$ cat src/rtl/qspi_flash_responder_pkg.sv
// Shared types and constants for the QSPI flash responder.
// QSPI_RESP_SPI_CMD_EN selects a single-lane command phase.
package qspi_flash_responder_pkg;

    typedef enum logic [2:0] {
        ST_IDLE,
        ST_CMD,
        ST_ADDR,
        ST_DUMMY,
        ST_DATA,
        ST_IGNORE
    } qspi_resp_state_t;

    localparam logic [7:0] QSPI_CMD_QUAD_READ = 8'hEB;

    localparam int CMD_BITS   = 8;
    localparam int ADDR_BITS  = 24;
    localparam int ADDR_LANES = 4;
    localparam int ADDR_EDGES = ADDR_BITS / ADDR_LANES;

`ifdef QSPI_RESP_SPI_CMD_EN
    localparam int CMD_LANES = 1;
`else
    localparam int CMD_LANES = 4;
`endif

    localparam int CMD_EDGES = CMD_BITS / CMD_LANES;

endpackage

$ cat src/rtl/qspi_flash_responder_shift_in.sv
// Serial-in shift register of N words of W bits with a done-count.
// Cleared whenever chip select is high.
module qspi_shift_in #(
    parameter int W = 4,
    parameter int N = 2
) (
    input  logic           clk_i,
    input  logic           rst_i,
    input  logic           clr_i,
    input  logic           en_i,
    input  logic [W-1:0]   din_i,
    output logic [W*N-1:0] data_o,
    output logic           last_o
);

    localparam int CW = (N > 1) ? $clog2(N) : 1;

    logic [W*N-1:0] data_q;
    logic [CW-1:0]  cnt_q;

    // Word including the lane value being sampled this edge.
    assign data_o = {data_q[W*(N-1)-1:0], din_i};
    assign last_o = (cnt_q == CW'(N - 1));

    // Shift one word per enabled edge; count wraps after the last one.
    always_ff @(posedge clk_i or posedge rst_i) begin
        if (rst_i) begin
            data_q <= '0;
            cnt_q  <= '0;
        end else if (clr_i) begin
            data_q <= '0;
            cnt_q  <= '0;
        end else if (en_i) begin
            data_q <= data_o;
            cnt_q  <= last_o ? '0 : cnt_q + CW'(1);
        end
    end

endmodule

$ cat src/rtl/qspi_flash_responder.sv
// QSPI flash target answering 0xEB quad I/O reads from a memory backend.
// Define QSPI_RESP_SPI_CMD_EN for a single-lane (io_in[0]) command phase.
module qspi_flash_responder
    import qspi_flash_responder_pkg::*;
#(
    parameter int ADDR_W       = 24,
    parameter int DUMMY_CYCLES = 4
) (
    input  logic              clk,
    input  logic              rst,
    input  logic              csb,
    input  logic [3:0]        io_in,
    output logic [3:0]        io_out,
    output logic              io_oe,
    output logic              mem_req,
    output logic [ADDR_W-1:0] mem_addr,
    input  logic [7:0]        mem_rdata,
    output logic              busy,
    output logic              cmd_err
);

    localparam int DCW = $clog2(DUMMY_CYCLES);

    if (DUMMY_CYCLES < 2) begin : g_dummy_chk
        $error("DUMMY_CYCLES must be at least 2");
    end
    if (ADDR_W < 1 || ADDR_W > ADDR_BITS) begin : g_addr_chk
        $error("ADDR_W must be within 1..24");
    end

    qspi_resp_state_t  state_q;
    logic              armed_q;
    logic              half_q;
    logic [DCW-1:0]    dcnt_q;
    logic [3:0]        io_out_q;
    logic              io_oe_q;
    logic              mem_req_q;
    logic [ADDR_W-1:0] mem_addr_q;
    logic              cmd_err_q;

    logic                cmd_en;
    logic                cmd_last;
    logic [CMD_BITS-1:0] cmd_word;
    logic                addr_en;
    logic                addr_last;
    logic [ADDR_BITS-1:0] addr_word;
    logic [ADDR_W-1:0]   addr_inc_d;

    assign cmd_en  = !csb && ((state_q == ST_IDLE && armed_q)
                              || state_q == ST_CMD);
    assign addr_en = !csb && (state_q == ST_ADDR);
    assign addr_inc_d = mem_addr_q + ADDR_W'(1);

    qspi_shift_in #(
        .W (CMD_LANES),
        .N (CMD_EDGES)
    ) u_cmd (
        .clk_i  (clk),
        .rst_i  (rst),
        .clr_i  (csb),
        .en_i   (cmd_en),
        .din_i  (io_in[CMD_LANES-1:0]),
        .data_o (cmd_word),
        .last_o (cmd_last)
    );

    qspi_shift_in #(
        .W (ADDR_LANES),
        .N (ADDR_EDGES)
    ) u_addr (
        .clk_i  (clk),
        .rst_i  (rst),
        .clr_i  (csb),
        .en_i   (addr_en),
        .din_i  (io_in),
        .data_o (addr_word),
        .last_o (addr_last)
    );

    // Transaction FSM with registered pin and backend outputs.
    always_ff @(posedge clk or posedge rst) begin
        if (rst) begin
            state_q    <= ST_IDLE;
            armed_q    <= 1'b0;
            half_q     <= 1'b0;
            dcnt_q     <= '0;
            io_out_q   <= 4'h0;
            io_oe_q    <= 1'b0;
            mem_req_q  <= 1'b0;
            mem_addr_q <= '0;
            cmd_err_q  <= 1'b0;
        end else begin
            mem_req_q <= 1'b0;
            cmd_err_q <= 1'b0;
            if (csb) begin
                state_q  <= ST_IDLE;
                armed_q  <= 1'b1;
                half_q   <= 1'b0;
                dcnt_q   <= '0;
                io_out_q <= 4'h0;
                io_oe_q  <= 1'b0;
            end else begin
                unique case (state_q)
                    ST_IDLE: begin
                        if (armed_q) state_q <= ST_CMD;
                    end
                    ST_CMD: begin
                        if (cmd_last) begin
                            if (cmd_word == QSPI_CMD_QUAD_READ) begin
                                state_q <= ST_ADDR;
                            end else begin
                                state_q   <= ST_IGNORE;
                                cmd_err_q <= 1'b1;
                            end
                        end
                    end
                    ST_ADDR: begin
                        if (addr_last) begin
                            state_q    <= ST_DUMMY;
                            mem_req_q  <= 1'b1;
                            mem_addr_q <= addr_word[ADDR_W-1:0];
                        end
                    end
                    ST_DUMMY: begin
                        if (dcnt_q == DCW'(DUMMY_CYCLES - 1)) begin
                            state_q    <= ST_DATA;
                            dcnt_q     <= '0;
                            io_oe_q    <= 1'b1;
                            io_out_q   <= mem_rdata[7:4];
                            mem_req_q  <= 1'b1;
                            mem_addr_q <= addr_inc_d;
                            half_q     <= 1'b1;
                        end else begin
                            dcnt_q <= dcnt_q + DCW'(1);
                        end
                    end
                    ST_DATA: begin
                        if (half_q) begin
                            io_out_q <= mem_rdata[3:0];
                            half_q   <= 1'b0;
                        end else begin
                            io_out_q   <= mem_rdata[7:4];
                            mem_req_q  <= 1'b1;
                            mem_addr_q <= addr_inc_d;
                            half_q     <= 1'b1;
                        end
                    end
                    ST_IGNORE: begin
                        io_oe_q <= 1'b0;
                    end
                    default: begin
                        state_q <= ST_IDLE;
                    end
                endcase
            end
        end
    end

    assign io_out   = io_out_q;
    assign io_oe    = io_oe_q;
    assign mem_req  = mem_req_q;
    assign mem_addr = mem_addr_q;
    assign cmd_err  = cmd_err_q;
    assign busy     = (state_q != ST_IDLE);

endmodule

$ cat config.mk
export PLATFORM = sky130hd
export DESIGN_NAME = qspi_flash_responder
export DESIGN_NICKNAME = d
export VERILOG_FILES = /design/src/rtl/qspi_flash_responder_pkg.sv /design/src/rtl/qspi_flash_responder_shift_in.sv /design/src/rtl/qspi_flash_responder.sv
export SDC_FILE = /design/constraint.sdc
export NUM_CORES = 1
export LEC_CHECK = 0
export CORE_MARGIN = 10
export CORE_UTILIZATION = 25
export CTS_CLUSTER_SIZE = 30
export DETAILED_ROUTE_END_ITERATION = 8
export GPL_ROUTABILITY_DRIVEN = 0
export PLACE_DENSITY = 0.55
export SLEW_MARGIN = 10
export SYNTH_ARGS = -nofsm -noshare
export SYNTH_HDL_FRONTEND = slang
export SYNTH_SLANG_ARGS = --single-unit
$ cat constraint.sdc
create_clock -name clk -period 2.2 [get_ports clk]
set_clock_uncertainty 0.05 [all_clocks]
set_input_delay 0.33 -clock clk [delete_from_list [all_inputs] [get_ports clk]]
set_output_delay 0.33 -clock clk [all_outputs]
set_load 0.01 [all_outputs]
==> flow_summary.yaml <==
status:
  status: "finished, final reports clean"
grt:
  grt_start_max_net_pins: 31
  grt_pass1_wl_um: 15900
  antenna_found_initial: 0
  grt_pass1_vias: 3049
  track_usage_pct: 9.89
  grt_remaining_overflow: 0
timing:
  period_needed_ns: 2.05
  setup_viol: 0
  worst_pin_slew_ns: 0.496
  slew_viol_final: 0
  setup_tns_ns: 0
  period_share_pct: 93.3
  max-slew-margin-rel_pct: 66.8
  finalHoldViolCount: 0
  grt_setup_unrepaired: "no"
  fmax_mhz: 487
clock_network:
  cts_resized: 0
  cts.hold.buffers_added: 0
  clk_latency_ns: 0.33
  cts_tree: "yes"
  cts.reportedPaths.clkPinSlew_ns: 0.05
  numCtsBuffers: 9
  clk_path_buf_depth: 2
  post-cts-setup-buffers: 0
  htreeDepth: 3
  cts.sinks: 66
  cts_root_buf: "clkbuf_16"
route:
  post_drt_wl_per_cell_um: 14.9
  drt-initial-drc-count: 270
  finalWirelength_um: 9470
  dr.pass1.iters: 4
  vias: 3145
  drc_errors: 0
  antenna_left: 0
  vias_per_cell: 4.95
floorplan:
  initial_utilization_pct: 25.5
  num_rows: 43
  die_area_mm2: 0.0193
  core_area_mm2: 0.0139
  io_pins: 47
  die_h_um: 139
  die_w_um: 139
worst_setup_path:
  critPathMaxFanout: 10
  slowest_delay_ns: 0.50
  crit_path_start_kind: "flip-flop"
  worstSetupPathType: "reg -> out"
  r2r_setup_slack_ns: 0.19
  rr_worst_depth: 6
  crit_required_ns: 1.82
  crit_family: "flip-flops"
  path_buf_inv: 1
  cp_slowest_cell: "dfrtp_1"
  worstPathArrival_ns: 1.67
  cp-startpoint: "state_q[0]$_DFFE_PP0P_"
  regToRegStartpoint: "mem_addr[1]$_DFFE_PP0P_"
  endpoint_kind: "output port"
  cp_num_cells: 3
  timing.rr.end: "mem_addr[18]$_DFFE_PP0P_"
  path_cells: "nor2_2, nand2_1, clkdlybuf4s50_1"
placement:
  hpwl_um: 6900
  place_inst: 619
  port_buffers: 46
synthesis:
  ys_seq_area_share_pct: 46.7
  syn-num-nets: 415
  synth-main-ff-cell: "dfrtp_1"
  synthCells: 398
  synth_warnings: 0
  synth.distinct_cells: 56
  syn_area_per_cell_um2: 8.88
  syn_area_mm2: 0.00353
  synthArstFlopShare_pct: 100
  postSynthRegisterBits: 66
  synth_edf_count: 0
finish:
  final_nets: 467
  drive_gt1_share_pct: 12.5
  area_growth_pct: 28.3
  n_antenna_cell: 0
  nFillCells: 1445
  stdcell_count: 635
power_and_ir_drop:
  peakVddDrop_v: 0.000363
  powerDensity_mw_per_mm2: 1080
  p_leak_nw: 1.86
hold_path:
  hold_class: "in -> async"
run:
  maxCapViolations: 0
## kinds of logic after synthesis
family / Yosys count / synth area share (%)
mux: 6 / 1.70
flops: 66 / 46.7
buf+inv: 34 / 5.34
fa+ha+maj: 2 / 0.708
compound gates: 123 / 21.9
xor+xnor: 1 / 0.248
simple gates: 166 / 23.4
## synthesized netlist by cell type (all sizes together), types with 3 or more instances
library cell | count | area share, %
inv | 6 | 0.64
mux2i | 6 | 1.7
a31oi | 4 | 0.71
nor3 | 9 | 1.3
a21boi | 3 | 0.74
nand3 | 21 | 3.1
and3 | 8 | 1.4
clkbuf | 10 | 1.1
o21ai | 25 | 3.5
a2bb2oi | 16 | 4.1
nand4 | 4 | 0.88
dfrtp | 66 | 47
a21oi | 51 | 7.3
and4 | 3 | 0.74
o22ai | 6 | 1.1
buf | 18 | 3.6
nand2 | 70 | 7.4
a31o | 3 | 0.74
nor2 | 36 | 4.0
a211oi | 5 | 1.2
## cell type report
class	instances	area, um2	share of cell area (%)
Timing Repair Buffer	69	671	14.8
Multi-Input combinational cell	298	1700	37.5
Inverter	6	22.5	0.497
Sequential cell	66	1650	36.4
Clock buffer	13	250	5.52
Tap cell	180	225	4.97
Clock inverter	3	15.0	0.331
## sequential cells by signal (all words and copies together) (netlist names)
name           flops
io_oe              1
u_cmd.data_q       4
half_q             1
u_addr.data_q     20
mem_addr          24
cmd_err            1
u_addr.cnt_q       3
state_q            3
u_cmd.last_o       1
dcnt_q             2
mem_req            1
io_out             4
armed_q            1
## metrics by stage
stage | utilization (%) | area (um2) | setup WS, ns | power (mW) | hold slack, ns
5_1_grt | 32.7 | 4530 | 0.0193 | 5.25 | 0.318
4_1_cts | 32.7 | 4530 | 0.117 | 4.98 | 0.276
6_report | 32.7 | 4530 | 0.147 | 4.91 | 0.264
2_1_floorplan | - | 3530 | 0.165 | 2.77 | 0.391
3_5_place_dp | 30.8 | 4270 | 0.167 | 3.67 | 0.416
3_3_place_gp | 30.8 | 4270 | 0.201 | 3.64 | 0.410
## per-layer routing
metal | up-vias | track usage, % | routed length [um]
met4 | 0 | 2.91 | 153
met5 | - | 0 | 0
met1 | 1519 | 13.1 | 4460
met3 | 15 | 3.25 | 492
li1 | 1539 | - | -
met2 | 72 | 15.0 | 4360
## power by group
part | leakage [nW] | internal (mW) | total, mW | switching, mW
clock network | 0.133 | 0.788 | 1.29 | 0.503
registers | 0.855 | 1.49 | 1.87 | 0.375
logic | 0.867 | 0.928 | 1.75 | 0.823
total | 1.86 | 3.21 | 4.91 | 1.70
## layout by cell type, fill, tap and decap left out, types with 2 or more instances in the layout
master / instances
a211oi_1: 4
a21boi_0: 2
a21oi_1: 50
a2bb2oi_1: 15
a31o_2: 3
a31oi_1: 4
a32oi_1: 2
and3_1: 8
and4_1: 3
buf_12: 3
buf_4: 20
clkbuf_1: 3
clkbuf_16: 9
clkdlybuf4s50_1: 46
clkinv_2: 3
dfrtp_1: 66
ha_1: 2
inv_1: 4
inv_2: 2
mux2i_1: 6
nand2_1: 70
nand3_1: 20
nand4_1: 3
nor2_1: 34
nor2_2: 2
nor3_1: 9
o21ai_0: 23
o21ai_1: 2
o22a_1: 2
o22ai_1: 6
or2_2: 2
or4b_1: 2
## how the worst max path moves through the flow
stage	end	slack (ns)
final	busy	0.15
after global routing	mem_addr[18]$_DFFE_PP0P_	0.02
after CTS	busy	0.12
after floorplan	armed_q$_DFFE_PP0P_	0.17
after detailed placement	mem_addr[18]$_DFFE_PP0P_	0.17
after global placement	mem_addr[20]$_DFFE_PP0P_	0.20
Note: power is estimated with default switching activity, not from simulation.
